<file path="src/rtl/result_display_sequencer.sv">
// result_display_sequencer
// Buffers 64-bit ALU results in a small FIFO and shows each one on the
// seven-segment driver as four 16-bit slices. The most significant slice is
// shown first, and each slice is held for HOLD clock cycles. When another
// result is waiting, the next one starts the cycle after the last slice-0
// cycle, so there is no gap in valid.
module result_display_sequencer #(
    parameter int DEPTH = 4,
    parameter int HOLD  = 100_000_000
) (
    input  logic        clk,
    input  logic        rst,
    input  logic [63:0] writeData,
    input  logic        writeEnable,
    output logic [15:0] displayValue,
    output logic [1:0]  sliceIndex,
    output logic        valid,
    output logic        empty,
    output logic        full,
    output logic        dropped
);

    localparam int PTR_W  = $clog2(DEPTH);
    localparam int CNT_W  = PTR_W + 1;
    localparam int HOLD_W = (HOLD > 1) ? $clog2(HOLD) : 1;

    localparam logic [CNT_W-1:0]  DEPTH_C   = CNT_W'(DEPTH);
    localparam logic [HOLD_W-1:0] HOLD_LAST = HOLD_W'(HOLD - 1);

    typedef enum logic [0:0] {
        ST_IDLE = 1'b0,
        ST_SHOW = 1'b1
    } state_t;

    // Selects one 16-bit slice of a 64-bit result (3 = bits 63:48).
    function automatic logic [15:0] slice_of(input logic [63:0] value,
                                             input logic [1:0]  idx);
        logic [15:0] sel;
        case (idx)
            2'd3:    sel = value[63:48];
            2'd2:    sel = value[47:32];
            2'd1:    sel = value[31:16];
            2'd0:    sel = value[15:0];
            default: sel = 16'h0000;
        endcase
        return sel;
    endfunction

    // FIFO storage and bookkeeping
    logic [63:0]       mem_q [DEPTH];
    logic [PTR_W-1:0]  rd_ptr_q, rd_ptr_d;
    logic [PTR_W-1:0]  wr_ptr_q, wr_ptr_d;
    logic [CNT_W-1:0]  count_q, count_d;
    logic              empty_q, empty_d;
    logic              full_q, full_d;
    logic              dropped_q, dropped_d;

    // Display sequencing
    state_t            state_q, state_d;
    logic [63:0]       shadow_q, shadow_d;
    logic [HOLD_W-1:0] hold_cnt_q, hold_cnt_d;
    logic [1:0]        slice_q, slice_d;
    logic [15:0]       disp_q, disp_d;
    logic              valid_q, valid_d;

    // Combinational handshakes
    logic              pop_s;
    logic              push_s;
    logic              hold_done_s;
    logic [63:0]       head_s;

    // Sequencer FSM: decides when to pop, which slice to show, and the hold timing.
    always_comb begin
        head_s      = mem_q[rd_ptr_q];
        hold_done_s = (hold_cnt_q == HOLD_LAST);
        state_d     = state_q;
        shadow_d    = shadow_q;
        hold_cnt_d  = hold_cnt_q;
        slice_d     = slice_q;
        disp_d      = disp_q;
        valid_d     = valid_q;
        pop_s       = 1'b0;
        case (state_q)
            ST_IDLE: begin
                valid_d = 1'b0;
                if (!empty_q) begin
                    // Load the head entry and start on its top slice.
                    pop_s      = 1'b1;
                    shadow_d   = head_s;
                    slice_d    = 2'd3;
                    disp_d     = head_s[63:48];
                    hold_cnt_d = {HOLD_W{1'b0}};
                    valid_d    = 1'b1;
                    state_d    = ST_SHOW;
                end else begin
                    state_d = ST_IDLE;
                end
            end
            ST_SHOW: begin
                valid_d = 1'b1;
                if (!hold_done_s) begin
                    hold_cnt_d = hold_cnt_q + HOLD_W'(1);
                end else if (slice_q != 2'd0) begin
                    // Move to the next lower slice of the same result.
                    slice_d    = slice_q - 2'd1;
                    disp_d     = slice_of(shadow_q, slice_q - 2'd1);
                    hold_cnt_d = {HOLD_W{1'b0}};
                end else if (!empty_q) begin
                    // The last slice-0 cycle chains straight into the next result.
                    pop_s      = 1'b1;
                    shadow_d   = head_s;
                    slice_d    = 2'd3;
                    disp_d     = head_s[63:48];
                    hold_cnt_d = {HOLD_W{1'b0}};
                end else begin
                    // Nothing pending: drop valid and keep the last digits visible.
                    hold_cnt_d = {HOLD_W{1'b0}};
                    valid_d    = 1'b0;
                    state_d    = ST_IDLE;
                end
            end
            default: begin
                valid_d = 1'b0;
                state_d = ST_IDLE;
            end
        endcase
    end

    // FIFO control: accept pushes, move pointers, update the occupancy count.
    always_comb begin
        // A full FIFO can still accept a push in a cycle where the FSM pops.
        push_s    = writeEnable && (!full_q || pop_s);
        dropped_d = writeEnable && full_q && !pop_s;
        wr_ptr_d  = wr_ptr_q;
        rd_ptr_d  = rd_ptr_q;
        count_d   = count_q;
        if (push_s) begin
            wr_ptr_d = wr_ptr_q + PTR_W'(1);
        end else begin
            wr_ptr_d = wr_ptr_q;
        end
        if (pop_s) begin
            rd_ptr_d = rd_ptr_q + PTR_W'(1);
        end else begin
            rd_ptr_d = rd_ptr_q;
        end
        case ({push_s, pop_s})
            2'b10:   count_d = count_q + CNT_W'(1);
            2'b01:   count_d = count_q - CNT_W'(1);
            default: count_d = count_q;
        endcase
        empty_d = (count_d == {CNT_W{1'b0}});
        full_d  = (count_d == DEPTH_C);
    end

    // FIFO data array: written at the write pointer on each accepted push.
    always_ff @(posedge clk) begin
        if (!rst) begin
            for (int i = 0; i < DEPTH; i++) begin
                mem_q[i] <= 64'h0;
            end
        end else if (push_s) begin
            mem_q[wr_ptr_q] <= writeData;
        end
    end

    // State and output registers. Reset flushes the FIFO and returns to IDLE from any state.
    always_ff @(posedge clk) begin
        if (!rst) begin
            rd_ptr_q   <= {PTR_W{1'b0}};
            wr_ptr_q   <= {PTR_W{1'b0}};
            count_q    <= {CNT_W{1'b0}};
            empty_q    <= 1'b1;
            full_q     <= 1'b0;
            dropped_q  <= 1'b0;
            state_q    <= ST_IDLE;
            shadow_q   <= 64'h0;
            hold_cnt_q <= {HOLD_W{1'b0}};
            slice_q    <= 2'd0;
            disp_q     <= 16'h0000;
            valid_q    <= 1'b0;
        end else begin
            rd_ptr_q   <= rd_ptr_d;
            wr_ptr_q   <= wr_ptr_d;
            count_q    <= count_d;
            empty_q    <= empty_d;
            full_q     <= full_d;
            dropped_q  <= dropped_d;
            state_q    <= state_d;
            shadow_q   <= shadow_d;
            hold_cnt_q <= hold_cnt_d;
            slice_q    <= slice_d;
            disp_q     <= disp_d;
            valid_q    <= valid_d;
        end
    end

    assign displayValue = disp_q;
    assign sliceIndex   = slice_q;
    assign valid        = valid_q;
    assign empty        = empty_q;
    assign full         = full_q;
    assign dropped      = dropped_q;

endmodule

</file>
<file path="config.mk">
export PLATFORM = sky130hd
export DESIGN_NAME = result_display_sequencer
export DESIGN_NICKNAME = d
export VERILOG_FILES = /design/src/rtl/result_display_sequencer.sv
export SDC_FILE = /design/constraint.sdc
export NUM_CORES = 1
export LEC_CHECK = 0
export ABC_AREA = 0
export CAP_MARGIN = 10
export CORE_MARGIN = 1.5
export CORE_UTILIZATION = 30
export DETAILED_ROUTE_END_ITERATION = 8
export GPL_TIMING_DRIVEN = 0
export PLACE_DENSITY = 0.56
export SYNTH_ARGS = -nofsm -noshare
export SYNTH_HDL_FRONTEND = slang
export SYNTH_SLANG_ARGS = --single-unit
</file>
<file path="constraint.sdc">
create_clock -name clk -period 7.1 [get_ports clk]
set_clock_uncertainty 0.05 [all_clocks]
set_input_delay 1.42 -clock clk [delete_from_list [all_inputs] [get_ports clk]]
set_output_delay 1.42 -clock clk [all_outputs]
set_load 0.1 [all_outputs]
</file>
# --- Yosys cells after proc, flatten, opt, wreduce, memory -nomap -nowiden ---
# Memories as Yosys holds them, arrays and structs flattened. A register that Yosys moved wholly into a read port is not among the register bits.
# Index checks and enable logic that the tools add are counted.
classes:
  add_sub_neg: 6
  n_mux: 33
  magnitude_cmp: 0
  eq_ne: 10
  n_reduce_logical: 11
  mul: 0
  bitwise: 1
  n_shift: 0
  div: 0
op_table:
  columns: ["op", "count"]
  rows:
  - ["$mux W64", 4]
  - ["$pmux W64 S2", 1]
  - ["$pmux W16 S4", 1]
  - ["$reduce_or A64 Y1", 1]
  - ["$mux W27", 2]
  - ["$pmux W27 S2", 1]
  - ["$mux W16", 3]
  - ["$pmux W16 S2", 1]
  - ["$add A27 B1 Y27 const B", 1]
  - ["$eq A27 B27 Y1 const B", 1]
  - ["$mux W2", 6]
  - ["$mux W1", 10]
  - ["$eq A2 B2 Y1 const B", 3]
  - ["$pmux W3 S2", 1]
  - ["$add A2 B1 Y2 const B", 2]
  - ["$eq A2 B1 Y1 const B", 2]
  - ["$ne A2 B2 Y1 const B", 2]
  - ["$pmux W1 S2", 2]
  - ["$pmux W2 S2", 1]
  - ["$add A3 B1 Y3 const B", 1]
  - ["$eq A3 B3 Y1 const B", 1]
  - ["$logic_and A1 B1 Y1", 3]
  - ["$logic_not A3 Y1", 1]
  - ["$sub A3 B1 Y3 const B", 1]
  - ["8 further kinds", 9]
totals:
  register_bits: 120
  n_memories: 1
  latchBits: 0
  input_bits: 67
  elab_cells: 73
  ram_bits: 256
  output_inout_bits: 22
  mem_bits_ro: 0
mem_list:
  columns: ["memory", "depth", "width", "rd", "rd_ports_with_merged_regs", "wr", "line", "source"]
  rows:
  - ["mem_q", 4, 64, 1, 1, 4, "50", "logic [63:0] mem_q [DEPTH];"]

# --- Longest topological paths before layout ---
# Gate-level depths: netlist of run 1.
logic_depth:
  ltp_word: 11
  depth_mapped: 15
  mapped_depth_nobuf: 13

# --- Worst setup path before layout of run 1 ---
# No wires, ideal clock.
synth_path:
  path_type: "input port to flip-flop"
  from: "input port writeEnable"
  to: "memory mem_q[3][0], enable pin"
  n_path_buf: 0
  t_arrival_ns: 6.527
  setup_time_ns: 0.574
  setup_slack_ns: -0.052
  stages: 4
  required_ns: 6.476
  cell_sequence: "inv_1 -> nor4_4 -> o21ai_0 -> o21ai_0"
synth_lines:
  columns: ["item", "line", "source"]
  rows:
  - ["start, declared", "14", "input logic writeEnable,"]
  - ["end, declared", "50", null]

# --- Final worst setup path of run 1 ---
layout_path:
  from: "input port writeEnable"
  to: "register full_q, in the netlist full"
layout_via:
  elab_chain_cells: 4
  elab_cells_between_ends: 5
  cone_classes: "eq/ne: 3; mux: 1; reduce/logical: 1"
layout_rtl:
  columns: ["item", "line", "source"]
  rows:
  - ["$logic_and A1 B1 Y1 *", "132", "push_s = writeEnable && (!full_q || pop_s);"]
  - ["$eq A2 B1 Y1 / $eq A2 B2 Y1 (equally long branches)", "147", "case ({push_s, pop_s})"]
  - ["$pmux W3 S2 *", "147", null]
  - ["$eq A3 B3 Y1 *", "153", "full_d = (count_d == DEPTH_C);"]
  - ["end signal, assigned", "187", "full_q <= full_d;"]
  - ["end, declared", "55", "logic full_q, full_d;"]
# Mark *: on every way between the ends. The rest lies on a longest branch, timed or not.
# A chain may end at the register's enable or synchronous reset.

==> out/summary.md, run 1 <==
## GRT
• vias in the first global route: 10930
• antenna violations before repair: 0
• GRT Total Usage: 16.44%
• maximum number of pins on one net before global-route repair: 43
• first-pass GRT wire length: 66.68 mm
• grt ovf: 0

## Finish
• final net count: 1566
• most common cell after layout, fill and taps aside: sky130_fd_sc_hd__nor2_1
• Synth-to-Final Area Change: 19.76%
• antenna fix cells: 0
• proportion of layout cells with a drive suffix above 1: 10.73%
• commonest non-fill, non-tap cells in the layout: sky130_fd_sc_hd__nor2_1 (287), sky130_fd_sc_hd__edfxtp_1 (256), sky130_fd_sc_hd__nand2_1 (125)
• share of the core filled with cells: 36.56%

## Critical path
• data required time at the worst endpoint: 7.51 ns
• worst setup path start: writeEnable
• sort of element at the start of the critical path: input pin
• path type of the worst setup path: input pin to flop
• Reg2Reg Launch Point: hold_cnt_q[0]
• Arrival @ worst endpoint: 4.39 ns
• highest net fanout along the worst path: 10
• critical register-to-register path endpoint: full
• worst reg2reg path depth: 13
• worst setup path endpoint: full
• reg-to-reg slack, setup: 3.14 ns
• endpoint kind of the worst setup timing path: flop

## Power and ir drop
• Internal Power: 4323 µW
• NetSw: 2262 µW
• fraction of power consumed by sequential logic: 40.9%
• switching part of the total: 34.35%
• clock share of power: 30.1%
• total leakage power: 0.006456 µW
• power density normalized to cell area: 349.0 nW/µm²
• combinational power share: 28.9%
• maximum resistive drop on vdd: 0.0001588 V

## Yosys
• EDFF count, synth: 256
• proportion of synthesized flip-flops having asynchronous set or reset: 0%
• number of register bits inferred by synthesis: 362
• number of warnings printed during yosys synthesis: 0
• Synth Net Count: 1430
• post-synthesis instance area: 15760 µm²
• share of the yosys chip area belonging to registers: 62.26%
• top flip-flop cell by instance count after synthesis: sky130_fd_sc_hd__edfxtp_1
• Syn Inst Count: 1360
• Unique masters post-synth: 55
• mean area per synthesized cell: 11.58 µm²

## Clock network
• CTS tree: built
• clock slew at reported path FFs: 0.06 ns
• maximum clock insertion buffer count: 3
• Clock H-tree levels: 2
• clock net sink count: 362
• Post-CTS Repair Setup Buffers: 0
• post-CTS resize count: 0
• clock tree root buffer cell: sky130_fd_sc_hd__clkbuf_16
• total of hold buffers inserted after clock tree synthesis: 0
• Worst-Skew Late Latency: 0.56 ns
• total CTS buffers: 41

## Status
• status: finished clean

## Floorplanning
• Die Wd: 232.2 µm
• Core Rows: 83
• CORE AREA: 51610 µm²
• Ports: 89
• area of the die: 53900 µm²
• starting density of the core: 30.53%
• die extent in y: 232.2 µm

## Routing
• number of remaining DRC errors: 0
• total iterations of the first detailed-routing run: 5
• average wire length per cell after detail routing: 19.89 µm
• mean number of vias per cell: 5.005
• post-detailed-routing wire length: 43.92 mm
• DRT antenna net count: 0
• total via count in the routed design: 11050
• Iter 0 DRT Violations: 1088

## Placement
• Port-buffer cells: 87
• routability cong.: 0.8954
• Detail Placement HPWL: 30.19 mm

## STA
• worst slew pin tran: 0.9830 ns
• Final Max Tran Viols: 0
• Achievable Freq: 251.3 MHz
• headroom to the max-slew limit: 34.26%
• RSZ-0062 raised after global routing: false
• fraction of the cycle the final worst path needs: 56.04%
• time the worst path needs with I/O delays and setup: 3.979 ns
• final hold vios: 0
• worst hold margin: 0.4276 ns
• Final setup violation count: 0

## Run
• max-cap check violation count: 0

## Min path
• type of the worst min-delay path: flop to flop

==> registers in the layout (all words and copies together), names as in the netlist, named ones only <==
name	count
sliceIndex	2
count_q	3
dropped	1
displayValue	16
empty	1
valid	1
full	1
wr_ptr_q	2
hold_cnt_q	27
mem_q	256
rd_ptr_q	2
shadow_q	48
==> how the worst min path moves through the flow <==
stage / startpoint / endpoint / slack [ns] / cells after the start
2_1_floorplan: hold_cnt_q[16] / hold_cnt_q[16] / 0.40 / 1
3_3_place_gp: shadow_q[1] / shadow_q[1] / 0.42 / 2
3_5_place_dp: shadow_q[34] / shadow_q[34] / 0.42 / 2
5_1_grt: shadow_q[34] / shadow_q[34] / 0.44 / 2
6_report: shadow_q[34] / shadow_q[34] / 0.43 / 2
4_1_cts: shadow_q[34] / shadow_q[34] / 0.43 / 2
==> power groups by stage <==
stage / sequential (µW) / clock [µW] / combinational, µW
floorplan: 2980 / 0 / 1030
global placement: 2750 / 0 / 1870
detailed placement: 2740 / 0 / 1910
CTS: 2700 / 2020 / 1920
global route: 2720 / 2100 / 2050
finish: 2700 / 1980 / 1900
==> synthesized netlist by cell type (2+ instances only) <==
cell	instances	area share, %
sky130_fd_sc_hd__edfxtp_1	256	49
sky130_fd_sc_hd__nor4b_1	3	0.17
sky130_fd_sc_hd__clkbuf_1	74	1.8
sky130_fd_sc_hd__o21a_1	2	0.095
sky130_fd_sc_hd__o21ai_0	74	2.4
sky130_fd_sc_hd__a31oi_1	7	0.28
sky130_fd_sc_hd__buf_2	35	1.1
sky130_fd_sc_hd__nor2_1	287	6.8
sky130_fd_sc_hd__nand4_1	12	0.48
sky130_fd_sc_hd__and4_1	5	0.28
sky130_fd_sc_hd__a21o_1	3	0.14
sky130_fd_sc_hd__and3_1	7	0.28
sky130_fd_sc_hd__a22o_1	4	0.22
sky130_fd_sc_hd__nor2b_1	4	0.16
sky130_fd_sc_hd__nand3_1	66	2.1
sky130_fd_sc_hd__xor2_1	3	0.17
sky130_fd_sc_hd__nor3_1	4	0.13
sky130_fd_sc_hd__and2_1	7	0.28
sky130_fd_sc_hd__a21oi_1	84	2.7
sky130_fd_sc_hd__mux4_2	64	9.1
sky130_fd_sc_hd__inv_1	22	0.52
sky130_fd_sc_hd__mux2i_1	18	1.1
sky130_fd_sc_hd__o211ai_1	12	0.57
sky130_fd_sc_hd__a211oi_1	3	0.14
sky130_fd_sc_hd__o211a_1	2	0.13
sky130_fd_sc_hd__or3_1	2	0.079
sky130_fd_sc_hd__or4_1	3	0.14
sky130_fd_sc_hd__o31ai_1	3	0.14
sky130_fd_sc_hd__dfxtp_1	106	13
sky130_fd_sc_hd__o2bb2ai_1	15	0.83
sky130_fd_sc_hd__o31a_1	2	0.11
sky130_fd_sc_hd__nor3b_1	2	0.095
sky130_fd_sc_hd__nor4_1	4	0.16
sky130_fd_sc_hd__o21ai_1	5	0.16
sky130_fd_sc_hd__nand2b_1	5	0.20
sky130_fd_sc_hd__nand2_1	128	3.0
sky130_fd_sc_hd__ha_1	2	0.16
sky130_fd_sc_hd__xnor2_1	7	0.39
sky130_fd_sc_hd__a21boi_0	2	0.095
==> routing by layer <==
metal	track usage, %	wire, µm	up-vias	share of wire (%)
met3	3.119	2383	68	5.4
met2	27.09	21330	274	49
li1	-	-	5191	-
met5	0	0	-	0
met4	5.357	1248	0	2.8
met1	21.71	18950	5517	43
==> critical path: stages <==
cell	delay, ns
sky130_fd_sc_hd__clkdlybuf4s50_1	0.54
sky130_fd_sc_hd__inv_1	0.11
sky130_fd_sc_hd__a21oi_1	0.46
sky130_fd_sc_hd__nor2_1	0.13
sky130_fd_sc_hd__clkbuf_1	0.37
sky130_fd_sc_hd__ha_1	0.36
sky130_fd_sc_hd__fa_1	0.39
sky130_fd_sc_hd__xnor2_1	0.16
sky130_fd_sc_hd__nor2_1	0.07
sky130_fd_sc_hd__xnor2_1	0.14
sky130_fd_sc_hd__nor3_1	0.24
==> stage by stage <==
stage / total power [µW] / area [µm²] / setup slack (ns) / std cells / setup TNS, ns
after global routing: 6870 / 18870 / 2.863 / 2208 / 0
after global placement: 4626 / 17480 / -1.692 / 2127 / -107.70
after floorplan: 4015 / 15760 / 1.669 / 1360 / 0
after detailed placement: 4656 / 17630 / 2.599 / 2133 / 0
after CTS: 6637 / 18870 / 3.127 / 2208 / 0
final: 6586 / 18870 / 3.121 / 2208 / 0
==> cell type report <==
cell class                 count  area, µm²
multi-input combinational    865       5436
sequential                   362       9809
buffer                       110      456.7
fill                        5077      32750
clock inverter                14      102.6
clock buffer                  61       1132
timing repair buffer          93      993.5
inverter                      23      86.33
tap                          680      850.8
==> cells by family (layout without fill, tap and decap cells) <==
logic type / count (synthesis) / in the layout / synth area share [%]
buffers and inverters: 133 / 301 / 3.447
AOI/OAI and AO/OA: 227 / 227 / 8.458
xor gates and xnor gates: 10 / 10 / 0.5559
and+or+nand+nor: 543 / 543 / 14.70
adders and majority gates: 3 / 3 / 0.2859
muxes: 82 / 82 / 10.29
DFF: 362 / 362 / 62.26
Note: power is estimated with default switching activity, not from simulation.
==> run 2, diff against run 1 <==
--- a/config.mk
+++ b/config.mk
@@ -11,7 +11,7 @@
 export CORE_UTILIZATION = 30
 export DETAILED_ROUTE_END_ITERATION = 8
 export GPL_TIMING_DRIVEN = 0
-export PLACE_DENSITY = 0.56
+export PLACE_DENSITY = 0.55
 export SYNTH_ARGS = -nofsm -noshare
 export SYNTH_HDL_FRONTEND = slang
 export SYNTH_SLANG_ARGS = --single-unit
==> constraint.sdc (replaced) <==
create_clock -name clk -period 4 [get_ports clk]
set_clock_uncertainty 0.05 [all_clocks]
set_input_delay 0.8 -clock clk [delete_from_list [all_inputs] [get_ports clk]]
set_output_delay 0.8 -clock clk [all_outputs]
set_load 0.1 [all_outputs]
==> out/summary.md, run 2 (synthesized netlist as in run 1, its figures left out) <==
## Critical path
• endpoint kind of the worst setup timing path: flop
• reg-to-reg slack, setup: 0.27 ns
• Arrival @ worst endpoint: 4.13 ns
• worst-path cell chain: ha_1, nand4b_1, or4_1, clkbuf_1, o21ai_1, nand2_1, buf_2, inv_1, ha_1, fa_1, o22a_1, nor3_1
• highest net fanout along the worst path: 6
• path type of the worst setup path: flop to flop
• worst setup path start: hold_cnt_q[0]
• top cell family by delay on the critical path: simple AND/OR/NAND/NOR gates
• Crit path top cell by count: sky130_fd_sc_hd__ha_1
• data required time at the worst endpoint: 4.40 ns
• sort of element at the start of the critical path: flop
• Reg2Reg Launch Point: hold_cnt_q[0]
• critical-path cell with the highest stage delay: sky130_fd_sc_hd__or4_1
• Crit path buffers/inverters: 3
• maximum single-stage delay on the critical path: 0.54 ns

## Clock network
• total CTS buffers: 41
• total of hold buffers inserted after clock tree synthesis: 0
• maximum clock insertion buffer count: 3
• clock tree root buffer cell: sky130_fd_sc_hd__clkbuf_16
• CTS tree: built
• Worst-Skew Late Latency: 0.57 ns
• clock net sink count: 362
• clock slew at reported path FFs: 0.06 ns
• Clock H-tree levels: 2

## Power and ir drop
• power density normalized to cell area: 623.0 nW/µm²
• maximum resistive drop on vdd: 0.0003582 V
• power consumption: 11850 µW
• total leakage power: 0.006535 µW

## STA
• fraction of the cycle the final worst path needs: 93.26%
• Final setup violation count: 0
• RSZ-0062 raised after global routing: false
• Achievable Freq: 268.1 MHz
• headroom to the max-slew limit: 17.91%
• time the worst path needs with I/O delays and setup: 3.731 ns
• final hold vios: 0
• worst hold margin: 0.4287 ns
• worst slew pin tran: 1.231 ns
• Final Max Tran Viols: 0

## GRT
• maximum number of pins on one net before global-route repair: 41
• first-pass GRT wire length: 67.39 mm
• vias in the first global route: 11160
• GRT Total Usage: 16.62%
• grt ovf: 0
• antenna violations before repair: 0

## Finish
• Synth-to-Final Area Change: 20.71%
• most common cell after layout, fill and taps aside: sky130_fd_sc_hd__nor2_1
• number of flip-flops in the largest register: 256
• post-route design area: 19020 µm²
• largest reg by FF count: mem_q
• proportion of layout cells with a drive suffix above 1: 11.23%
• antenna fix cells: 0
• commonest non-fill, non-tap cells in the layout: sky130_fd_sc_hd__nor2_1 (287), sky130_fd_sc_hd__edfxtp_1 (256), sky130_fd_sc_hd__nand2_1 (125)
• fillers: 5088
• final net count: 1569
• biggest registers after layout: mem_q (256), shadow_q (48), hold_cnt_q (27)

## Routing
• Iter 0 DRT Violations: 1150
• number of remaining DRC errors: 0
• average wire length per cell after detail routing: 20.15 µm
• total iterations of the first detailed-routing run: 5
• DRT antenna net count: 0
• mean number of vias per cell: 5.069
• post-detailed-routing wire length: 44.56 mm
• total via count in the routed design: 11210

## Floorplanning
• starting density of the core: 30.53%
• die extent in y: 232.2 µm
• CORE AREA: 51610 µm²
• Die Wd: 232.2 µm
• Ports: 89
• Core Rows: 83
• area of the die: 53900 µm²

## Placement
• routability cong.: 0.9286
• Detail Placement HPWL: 30.53 mm
• Port-buffer cells: 87
• Cell Area, Placed: 17680 µm²

## Min path
• type of the worst min-delay path: flop to flop
• worst hold start: shadow_q[34]

## Status
• status: finished clean

## Run
• max-cap check violation count: 0

==> run 2: cell count changes in the layout (fill, tap and decap cells not counted), moves of 3 or more <==
| cell | before | now |
|---|---|---|
| sky130_fd_sc_hd__clkinv_2 | 3 | 7 |
| sky130_fd_sc_hd__nand2_4 | 3 | 0 |
| sky130_fd_sc_hd__clkinv_1 | 7 | 15 |
| sky130_fd_sc_hd__nand2_8 | 0 | 3 |
| sky130_fd_sc_hd__buf_16 | 1 | 4 |
| sky130_fd_sc_hd__clkbuf_1 | 92 | 80 |
==> run 2: final cells by class <==
cell class	instances	area (µm²)	area share, %
Inverter	23	86.33	0.4539
Clock buffer	48	1052	5.533
Clock inverter	28	247.7	1.303
Sequential cell	362	9809	51.58
Buffer	110	457.9	2.408
Tap cell	680	850.8	4.474
Timing Repair Buffer	96	1051	5.526
Multi-Input combinational cell	865	5463	28.72
==> run 2: stage by stage <==
stage / std cells / setup slack [ns] / setup TNS, ns / util, %
floorplan: 1360 / -0.01081 / -1.384 / -
global placement: 2127 / -1.844 / -318.55 / 33.89
detailed placement: 2134 / 0.03374 / 0 / 34.25
CTS: 2210 / 0.0002318 / 0 / 36.77
global route: 2212 / 0.01948 / 0 / 36.85
finish: 2212 / 0.2694 / 0 / 36.85
==> run 2: timing repair <==
item,CTS,global route
resized for setup,0,5
setup buffers,0,2
endpoints found under the setup margin,0,115
==> run 2: worst reg2reg max path: cells and delay by family (launching register included) <==
kind / cells / cell delay [ns]
simple gates: 4 / 1.11
compound gates: 2 / 0.64
flops: 1 / 0.36
buf+inv: 3 / 0.53
fa+ha+maj: 3 / 0.94
==> run 2: worst paths after layout <==
path / endpoint / cells after the start
max: full / 12
min: shadow_q[34] / 2
max reg2reg: full / 12
min reg2reg: shadow_q[34] / 2
==> run 2: routing by layer <==
| layer | share of wire, % | global-route usage (%) | vias to the layer above |
|---|---|---|---|
| li1 | - | - | 5208 |
| met1 | 44 | 22.29 | 5590 |
| met2 | 47 | 26.75 | 336 |
| met3 | 6.1 | 3.143 | 79 |
| met4 | 3.2 | 5.966 | 0 |
| met5 | 0 | 0 | - |
==> run 2: power breakdown <==
part | switching [µW] | internal [µW] | total [µW]
registers | 260 | 4530 | 4790
clock network | 1570 | 2090 | 3660
logic | 2270 | 1130 | 3400
==> run 3, diff against run 2 <==
--- a/config.mk
+++ b/config.mk
@@ -7,7 +7,7 @@
 export LEC_CHECK = 0
 export ABC_AREA = 0
 export CAP_MARGIN = 10
-export CORE_MARGIN = 1.5
+export CORE_MARGIN = 3
 export CORE_UTILIZATION = 30
 export DETAILED_ROUTE_END_ITERATION = 8
 export GPL_TIMING_DRIVEN = 0
==> constraint.sdc (replaced) <==
create_clock -name clk -period 3.9 [get_ports clk]
set_clock_uncertainty 0.05 [all_clocks]
set_input_delay 0.78 -clock clk [delete_from_list [all_inputs] [get_ports clk]]
set_output_delay 0.78 -clock clk [all_outputs]
set_load 0.1 [all_outputs]
==> out/summary.md, run 3 (synthesized netlist as in run 1, its figures left out) <==
## Status
• status: finished clean

## Routing
• routed length on met2: 21.69 mm
• post-detailed-routing wire length: 44.44 mm
• number of remaining DRC errors: 0
• mean number of vias per cell: 5.048
• total met3 wirelength after detailed routing: 2.461 mm
• average wire length per cell after detail routing: 20.12 µm
• total iterations of the first detailed-routing run: 6
• total via count in the routed design: 11150
• Iter 0 DRT Violations: 1056
• DRT antenna net count: 0
• uppermost layer routed: met4
• detailed-route wire length on metal 1: 19.09 mm

## Critical path
• data required time at the worst endpoint: 4.30 ns
• Crit path top cell by count: sky130_fd_sc_hd__ha_1
• endpoint kind of the worst setup timing path: flop
• path type of the worst setup path: flop to flop
• critical-path cell with the highest stage delay: sky130_fd_sc_hd__or4_1
• maximum single-stage delay on the critical path: 0.58 ns
• Arrival @ worst endpoint: 4.15 ns
• reg-to-reg slack, setup: 0.15 ns
• highest net fanout along the worst path: 6
• worst-path cell chain: ha_1, nand4b_1, or4_1, clkbuf_1, o21ai_1, nand2_1, buf_2, inv_1, ha_1, fa_1, o22a_1, nor3_1
• Reg2Reg Launch Point: hold_cnt_q[0]
• Crit path buffers/inverters: 3
• sort of element at the start of the critical path: flop
• top cell family by delay on the critical path: simple AND/OR/NAND/NOR gates
• worst setup path start: hold_cnt_q[0]

## Finish
• most common cell after layout, fill and taps aside: sky130_fd_sc_hd__nor2_1
• fillers: 5063
• antenna fix cells: 0
• Synth-to-Final Area Change: 20.96%
• number of flip-flops in the largest register: 256
• biggest registers after layout: mem_q (256), shadow_q (48), hold_cnt_q (27)
• final net count: 1569
• combined area of the multi-input logic cells: 5474 µm²
• non-filler instance count after layout: 2209
• proportion of layout cells with a drive suffix above 1: 11.51%
• commonest non-fill, non-tap cells in the layout: sky130_fd_sc_hd__nor2_1 (287), sky130_fd_sc_hd__edfxtp_1 (256), sky130_fd_sc_hd__nand2_1 (125)
• largest reg by FF count: mem_q
• share of the core filled with cells: 36.92%
• FF/Latch Area: 9809 µm²

## GRT
• first-pass GRT wire length: 67.36 mm
• maximum number of pins on one net before global-route repair: 47
• grt ovf: 0
• GRT Total Usage: 15.77%
• vias in the first global route: 11250
• antenna violations before repair: 0

## Clock network
• clock net sink count: 362
• clock tree root buffer cell: sky130_fd_sc_hd__clkbuf_16
• Worst-Skew Late Latency: 0.57 ns
• Clock H-tree levels: 2
• CTS tree: built
• clock slew at reported path FFs: 0.06 ns
• total CTS buffers: 41
• maximum clock insertion buffer count: 3

## Floorplanning
• Core Rows: 83
• die extent in y: 235.2 µm
• area of the die: 55300 µm²
• Ports: 89
• CORE AREA: 51610 µm²
• starting density of the core: 30.53%
• Die Wd: 235.2 µm

## STA
• time the worst path needs with I/O delays and setup: 3.750 ns
• Final setup violation count: 0
• fraction of the cycle the final worst path needs: 96.16%
• RSZ-0062 raised after global routing: true
• Final Max Tran Viols: 0
• Achievable Freq: 266.6 MHz
• worst slew pin tran: 1.288 ns
• final hold vios: 0
• headroom to the max-slew limit: 14.12%
• worst hold margin: 0.4290 ns

## Placement
• routability cong.: 0.9132
• Port-buffer cells: 87
• Detail Placement HPWL: 30.31 mm
• number of placed instances, taps included: 2134

## Power and ir drop
• maximum resistive drop on vdd: 0.0003018 V
• total leakage power: 0.006551 µW
• power density normalized to cell area: 641.8 nW/µm²

## Min path
• worst hold start: shadow_q[34]
• type of the worst min-delay path: flop to flop

## Run
• max-cap check violation count: 0

run 3: cell types whose count changed in the layout (fill, tap and decap cells not counted), moves of 2 or more:
cell | before | now
sky130_fd_sc_hd__buf_16 | 4 | 2
sky130_fd_sc_hd__clkbuf_4 | 0 | 2
sky130_fd_sc_hd__clkbuf_1 | 80 | 83
sky130_fd_sc_hd__clkinv_1 | 15 | 5
sky130_fd_sc_hd__buf_12 | 2 | 4
sky130_fd_sc_hd__clkbuf_8 | 0 | 6
sky130_fd_sc_hd__clkinv_2 | 7 | 2
run 3: per-stage QoR:
| stage | setup TNS (ns) | power, µW | cell area, µm² | worst slack [ns] |
|---|---|---|---|---|
| final | 0 | 12230 | 19060 | 0.1497 |
| after global routing | -0.03793 | 12780 | 19060 | -0.03784 |
| after CTS | 0 | 12330 | 19030 | 0.07874 |
| after detailed placement | -1.237 | 8469 | 17660 | -0.1366 |
| after global placement | -350.78 | 8414 | 17490 | -1.979 |
| after floorplan | -14.18 | 7306 | 15770 | -0.1108 |
run 3: cell type report:
class	instances	share of cell area, %
buffer	110	2.403
timing repair buffer	95	5.397
tap	680	4.465
multi-input combinational	866	28.72
clock buffer	60	6.224
inverter	23	0.4530
sequential	362	51.47
clock inverter	13	0.8601
run 3: path summary, 6_finish.rpt:
| kind | to | cells after the start |
|---|---|---|
| min reg2reg | shadow_q[34] | 2 |
| max | full | 12 |
| min | shadow_q[34] | 2 |
| max reg2reg | full | 12 |
run 3: power by group:
part	leakage, µW	internal (µW)	total, µW	switching [µW]
registers	0.00354	4650	4910	264
logic	0.00235	1160	3470	2310
clock network	0.000658	2260	3850	1590
total	0.00655	8060	12200	4170
run 3: per-layer routing:
layer | global-route usage, % | vias to the layer above
met2 | 26.55 | 321
met3 | 2.296 | 69
met5 | 0 | -
met4 | 5.305 | 0
li1 | - | 5210
met1 | 20.91 | 5550
run 3: worst min-delay path, cell delays in order, from the launching register on:
cell and delay, ns:
sky130_fd_sc_hd__dfxtp_1 0.31, sky130_fd_sc_hd__o21ai_0 0.06, sky130_fd_sc_hd__a21oi_1 0.06
run 3: repair_timing:
item	4_1_cts	5_1_grt
buffers inserted	1	0
hold endpoints to repair	0	0
hold buffers	0	0
endpoints found under the setup margin	32	114
gates cloned	0	1
gates resized for setup	2	3
pin swaps	1	0
